<file path="config.mk">
export PLATFORM = sky130hd
export DESIGN_NAME = piece_spawner
export DESIGN_NICKNAME = d
export VERILOG_FILES = /design/src/rtl/tetris_pkg.sv /design/src/rtl/bag_randomizer.sv /design/src/rtl/piece_spawner.sv
export SDC_FILE = /design/constraint.sdc
export NUM_CORES = 1
export LEC_CHECK = 0
export ABC_AREA = 1
export CAP_MARGIN = 25
export CORE_MARGIN = 10
export CORE_UTILIZATION = 28
export CTS_CLUSTER_DIAMETER = 60
export DETAILED_ROUTE_END_ITERATION = 6
export GPL_TIMING_DRIVEN = 0
export MAX_ROUTING_LAYER = met4
export SKIP_CTS_REPAIR_TIMING = 1
export SYNTH_ARGS = -nofsm -noshare
export SYNTH_HDL_FRONTEND = slang
export SYNTH_SLANG_ARGS = --single-unit
</file>
<file path="constraint.sdc">
create_clock -name Clk -period 3.76 [get_ports Clk]
set_clock_uncertainty 0.15 [all_clocks]
set_input_delay 0.564 -clock Clk [delete_from_list [all_inputs] [get_ports Clk]]
set_output_delay 0.564 -clock Clk [all_outputs]
set_load 0.005 [all_outputs]
</file>
<file path="src/rtl/tetris_pkg.sv">
// Shared piece definitions: ids, spawn-row ROM and LFSR tap mask.
package tetris_pkg;

  localparam int NUM_PIECES = 7;

  typedef enum logic [2:0] {
    P_I = 3'd0,
    P_O = 3'd1,
    P_T = 3'd2,
    P_S = 3'd3,
    P_Z = 3'd4,
    P_J = 3'd5,
    P_L = 3'd6
  } piece_t;

  // Fibonacci taps 16,14,13,11 expressed as bit positions 15,13,12,10.
  localparam logic [15:0] LFSR_TAPS = 16'hB400;

  // Spawn-row ROM; [0] is the top row, bit 9 the leftmost column.
  function automatic logic [1:0][9:0] spawn_rows(input piece_t p);
    logic [1:0][9:0] r;
    r = '0;
    case (p)
      P_I: begin r[0] = 10'h078; r[1] = 10'h000; end
      P_O: begin r[0] = 10'h030; r[1] = 10'h030; end
      P_T: begin r[0] = 10'h020; r[1] = 10'h070; end
      P_S: begin r[0] = 10'h030; r[1] = 10'h060; end
      P_Z: begin r[0] = 10'h060; r[1] = 10'h030; end
      P_J: begin r[0] = 10'h040; r[1] = 10'h070; end
      P_L: begin r[0] = 10'h010; r[1] = 10'h070; end
      default: r = '0;
    endcase
    return r;
  endfunction

endpackage

</file>
<file path="src/rtl/bag_randomizer.sv">
// 7-bag piece chooser: free-running LFSR picks a start id, the bag mask
// skips ids already dealt in the current bag.
module bag_randomizer
  import tetris_pkg::*;
#(
  parameter logic [15:0] LFSR_SEED = 16'hACE1
) (
  input  logic   clk,
  input  logic   rst,
  input  logic   draw,
  output piece_t piece
);

  logic [15:0]           lfsr_q, lfsr_d;
  logic [NUM_PIECES-1:0] bag_q, bag_d;
  logic [2:0]            cand;
  logic [2:0]            pick;
  logic                  found;

  always_comb begin
    lfsr_d = {lfsr_q[14:0], ^(lfsr_q & LFSR_TAPS)};
    cand   = (lfsr_q[2:0] == 3'd7) ? 3'd0 : lfsr_q[2:0];
    pick   = cand;
    found  = 1'b0;
    // The bag is never full here, so some id is always free.
    for (int k = 0; k < NUM_PIECES; k++) begin
      logic [3:0] idx;
      idx = {1'b0, cand} + 4'(k);
      if (idx >= 4'(NUM_PIECES)) idx = idx - 4'(NUM_PIECES);
      if (!found && !bag_q[idx[2:0]]) begin
        pick  = idx[2:0];
        found = 1'b1;
      end
    end
    bag_d = bag_q;
    if (draw) begin
      bag_d[pick] = 1'b1;
      if (&bag_d) bag_d = '0;
    end
  end

  assign piece = piece_t'(pick);

  always_ff @(posedge clk) begin
    if (rst) begin
      lfsr_q <= LFSR_SEED;
      bag_q  <= '0;
    end else begin
      lfsr_q <= lfsr_d;
      bag_q  <= bag_d;
    end
  end

endmodule

</file>
<file path="src/rtl/piece_spawner.sv">
// Current/next/hold piece bookkeeping with hold-swap rules; spawn rows are
// decoded from registered ids.
module piece_spawner
  import tetris_pkg::*;
#(
  parameter logic [15:0] LFSR_SEED = 16'hACE1
) (
  input  logic            Clk,
  input  logic            Reset_h,
  input  logic            spawn_req,
  input  logic            swap_req,
  output logic [1:0][9:0] new_block,
  output logic [1:0][9:0] sblock,
  output logic [2:0]      cur_id,
  output logic [2:0]      next_id,
  output logic            swap_empty,
  output logic            can_swap,
  output logic            ready
);

  localparam logic [1:0] S_INIT0 = 2'd0;
  localparam logic [1:0] S_INIT1 = 2'd1;
  localparam logic [1:0] S_RUN   = 2'd2;

  logic [1:0] state_q, state_d;
  piece_t     cur_q, cur_d, next_q, next_d, hold_q, hold_d;
  logic       swap_empty_q, swap_empty_d;
  logic       can_swap_q, can_swap_d;
  logic       pending_q, pending_d;
  logic       draw;
  piece_t     drawn;

  bag_randomizer #(.LFSR_SEED(LFSR_SEED)) u_bag (
    .clk   (Clk),
    .rst   (Reset_h),
    .draw  (draw),
    .piece (drawn)
  );

  always_comb begin
    state_d      = state_q;
    cur_d        = cur_q;
    next_d       = next_q;
    hold_d       = hold_q;
    swap_empty_d = swap_empty_q;
    can_swap_d   = can_swap_q;
    pending_d    = pending_q;
    draw         = 1'b0;
    case (state_q)
      S_INIT0: begin
        cur_d   = drawn;
        draw    = 1'b1;
        state_d = S_INIT1;
        if (spawn_req) pending_d = 1'b1;
      end
      S_INIT1: begin
        next_d  = drawn;
        draw    = 1'b1;
        state_d = S_RUN;
        if (spawn_req) pending_d = 1'b1;
      end
      S_RUN: begin
        // A spawn (live or deferred from init) always beats a swap.
        if (spawn_req || pending_q) begin
          cur_d      = next_q;
          next_d     = drawn;
          draw       = 1'b1;
          can_swap_d = 1'b1;
          pending_d  = 1'b0;
        end else if (swap_req && can_swap_q) begin
          if (swap_empty_q) begin
            hold_d       = cur_q;
            cur_d        = next_q;
            next_d       = drawn;
            draw         = 1'b1;
            swap_empty_d = 1'b0;
          end else begin
            hold_d = cur_q;
            cur_d  = hold_q;
          end
          can_swap_d = 1'b0;
        end
      end
      default: state_d = S_INIT0;
    endcase
  end

  always_ff @(posedge Clk) begin
    if (Reset_h) begin
      state_q      <= S_INIT0;
      cur_q        <= P_I;
      next_q       <= P_I;
      hold_q       <= P_I;
      swap_empty_q <= 1'b1;
      can_swap_q   <= 1'b1;
      pending_q    <= 1'b0;
    end else begin
      state_q      <= state_d;
      cur_q        <= cur_d;
      next_q       <= next_d;
      hold_q       <= hold_d;
      swap_empty_q <= swap_empty_d;
      can_swap_q   <= can_swap_d;
      pending_q    <= pending_d;
    end
  end

  assign new_block  = spawn_rows(cur_q);
  assign sblock     = swap_empty_q ? '0 : spawn_rows(hold_q);
  assign cur_id     = cur_q;
  assign next_id    = next_q;
  assign swap_empty = swap_empty_q;
  assign can_swap   = can_swap_q;
  assign ready      = (state_q == S_RUN);

endmodule

</file>
==> results.toml <==
[status]
status = "complete, but fails checks"
violations = "negative setup slack"

[timing]
hold_slack_ns = 0.250
tightest_slew_ns = 0.562
fin_crit_sh = 1.01
hold_violations = 0
maxSlewHeadroom = 0.622
timing.fmax_mhz = 264
setup_ws_ns = -0.0255
post-route-min-period_ns = 3.79
setup_viol = 7
slew_violations = 0
rsz0062_at_grt = "true"

[yosys]
yosys_most_used_dff = "dfxtp_1"
ys.warnings.count = 0
synth.lib_cells_used.distinct = 38
synth_edf_count = 0
syn_avg_cell_area_sq_um = 5.94
synthArstFlopShare = 0
synth_area_sq_mm = 0.00338
seq_area_frac_synth = 0.219
ys_ff_latch = 37
netlist_instances = 570

[die]
pin_count = 53
core_sq_mm = 0.0119
fp.dieH_um = 130
row_count = 40
die_area_sq_mm = 0.0169
die_x_um = 130
initial_core_util = 0.284

[cells_and_area]
nNetsFinal = 657
post-route-cell-area_sq_mm = 0.00449
drive_above_1_share = 0.226
n_antenna_cell = 0
finalNonFillerCells = 790
syn2layout_area_growth_pct = 32.6

[clock_network]
numCtsBuffers = 5
clk_pin_slew_ns = 0.06
insertion_delay_ns = 0.28
clk_path_buf_depth = 2
cts.sinks = 37
cts-root-buf = "clkbuf_16"
cts_tree = "yes"
h-tree-depth = 2

[worst_hold_path]
hold_class = "flop to flop"

[routing]
drtPass1Iterations = 5
vias = 3666
wl_per_cell_um = 12.4
ant_nets = 0
wirelength_mm = 9.77
avgViaCountPerCell = 4.64
remaining_drc_errors = 0
drtIter0Drc = 178

[global_routing]
use_met2 = 0.175
grt_pass1_vias = 3225
use_met1 = 0.147
grt_max_degree = 14
grt_pass1_wl_mm = 15.5
grt_use_met3 = 0.0203
overflow = 0
grt_use_total = 0.113
antenna_found_initial = 0
grt.busiest_layer = "met2"

[placement]
dp_hpwl_mm = 7.28
port_buffers = 25
gp_congestion = 0.906
dpl_cell_area_sq_mm = 0.00391
post-place-cells = 767

[power]
power.total_uw = 2580
vdd_drop_max_uv = 326
powerDensity_mw_per_mm2 = 575
p_leak_uw = 0.00228

[worst_setup_path]
cp-start-kind = "flop"
worstPathArrival_ns = 3.81
critPathKind = "flop to flop"
critPathMaxFanout = 8
end_kind = "flop"
critPathRequiredTime_ns = 3.79

[job]
maxCapViolations = 0
## power breakdown
| group | total (uW) | switching, uW | internal [uW] |
|---|---|---|---|
| Clock | 480 | 166 | 314 |
| Combinational | 1570 | 970 | 600 |
| Sequential | 532 | 68.2 | 463 |
| Total | 2580 | 1200 | 1380 |
## cell usage after synthesis (2+ instances only)
library cell,instances,area [sq um]
or2_2,7,43.8
a21oi_2,2,17.5
dfxtp_1,37,741
nor2_1,37,139
nand2_4,3,33.8
nand3_1,69,345
a21boi_0,2,15.0
xor2_1,2,17.5
nand2_2,12,75.1
a211oi_1,2,15.0
nand3_2,5,50.1
nand4_1,10,62.6
ha_1,10,125
a21oi_1,22,110
inv_2,12,45.0
clkbuf_1,7,26.3
nor3_1,6,30.0
o21ai_0,32,160
nor2_2,3,18.8
nand2_1,158,593
o21ai_1,5,25.0
inv_1,76,285
o211ai_1,4,30.0
buf_4,26,195
a31oi_1,5,31.3
o21ai_2,4,35.0
## cell type report
class                      instances  area, sq um
inverter                          88          330
sequential                        37          747
tap                              147          184
clock buffer                       5          125
buffer                            34          229
fill                            1295         7420
clock inverter                     3         46.3
timing repair buffer              40          367
multi-input combinational        436         2460
## cells in the final DEF, fill, tap and decap left out, drive strengths merged, types with 24 or more instances in the layout
cell type / n
nor2: 42
buf: 42
a21oi: 24
inv: 88
o21ai: 41
nand3: 74
clkdlybuf4s50: 25
nand2: 173
dfxtp: 37
conb: 26
## worst paths after layout
check	cells past startpoint	startpoint	end	slack, ns
max	27	u_bag.lfsr_q[1]	u_bag.bag_q[0]	-0.03
min	2	u_bag.lfsr_q[8]	u_bag.lfsr_q[9]	0.25
max reg2reg	27	u_bag.lfsr_q[1]	u_bag.bag_q[0]	-0.03
min reg2reg	2	u_bag.lfsr_q[8]	u_bag.lfsr_q[9]	0.25
## sequential cells by signal, indices dropped and copies added, names as in the netlist
register and cells:
u_bag.bag_q 7, next_id 3, state_q 2, u_bag.lfsr_q 16, hold_q 3, cur_id 3, swap_empty 1, pending_q 1
can_swap 1
## cells by family (layout without fill, tap and decap cells)
kind of cell / count (synthesis) / after routing / synth area share
buffers and inverters: 122 / 170 / 0.165
AOI/OAI and AO/OA: 82 / 82 / 0.139
other: 1 / 26 / 0.00111
adders and majority gates: 11 / 11 / 0.0429
and+or+nand+nor: 314 / 314 / 0.426
xor gates and xnor gates: 3 / 3 / 0.00777
DFF: 37 / 37 / 0.219
## critical path, stage by stage (launching register included)
cell and delay (ns):
dfxtp_4 0.36, ha_4 0.18, nand2_4 0.10, nand2_8 0.08, nor2_4 0.12, inv_2 0.05, ha_4 0.23, nand2_4 0.08
nand4_1 0.25, buf_4 0.24, nand3_2 0.06, nand3_2 0.07, nand3_2 0.09, nand2_4 0.07, nor2_8 0.20, nand4_1 0.18
nand2_1 0.11, inv_1 0.05, nand2_2 0.08, nand2_4 0.06, a21oi_4 0.20, nand3_2 0.12, nand2_1 0.07, nand2_1 0.06
nor2_2 0.17, nand3_4 0.13, nand2_1 0.09, inv_1 0.04
## metal layers
metal	part of all wire	wire (um)
met5	0	0
met4	0.016	161
met3	0.049	475
met2	0.46	4460
met1	0.48	4670
## metrics by stage
step / setup WS [ns] / setup TNS [ns] / utilization
after floorplan: 0.0932 / 0 / -
after global placement: -0.707 / -5.81 / 0.328
after detailed placement: -0.702 / -5.71 / 0.328
after CTS: -0.706 / -5.83 / 0.343
after global routing: -0.241 / -1.61 / 0.377
final: -0.0255 / -0.136 / 0.377
Power figures use the tool's default switching activity.
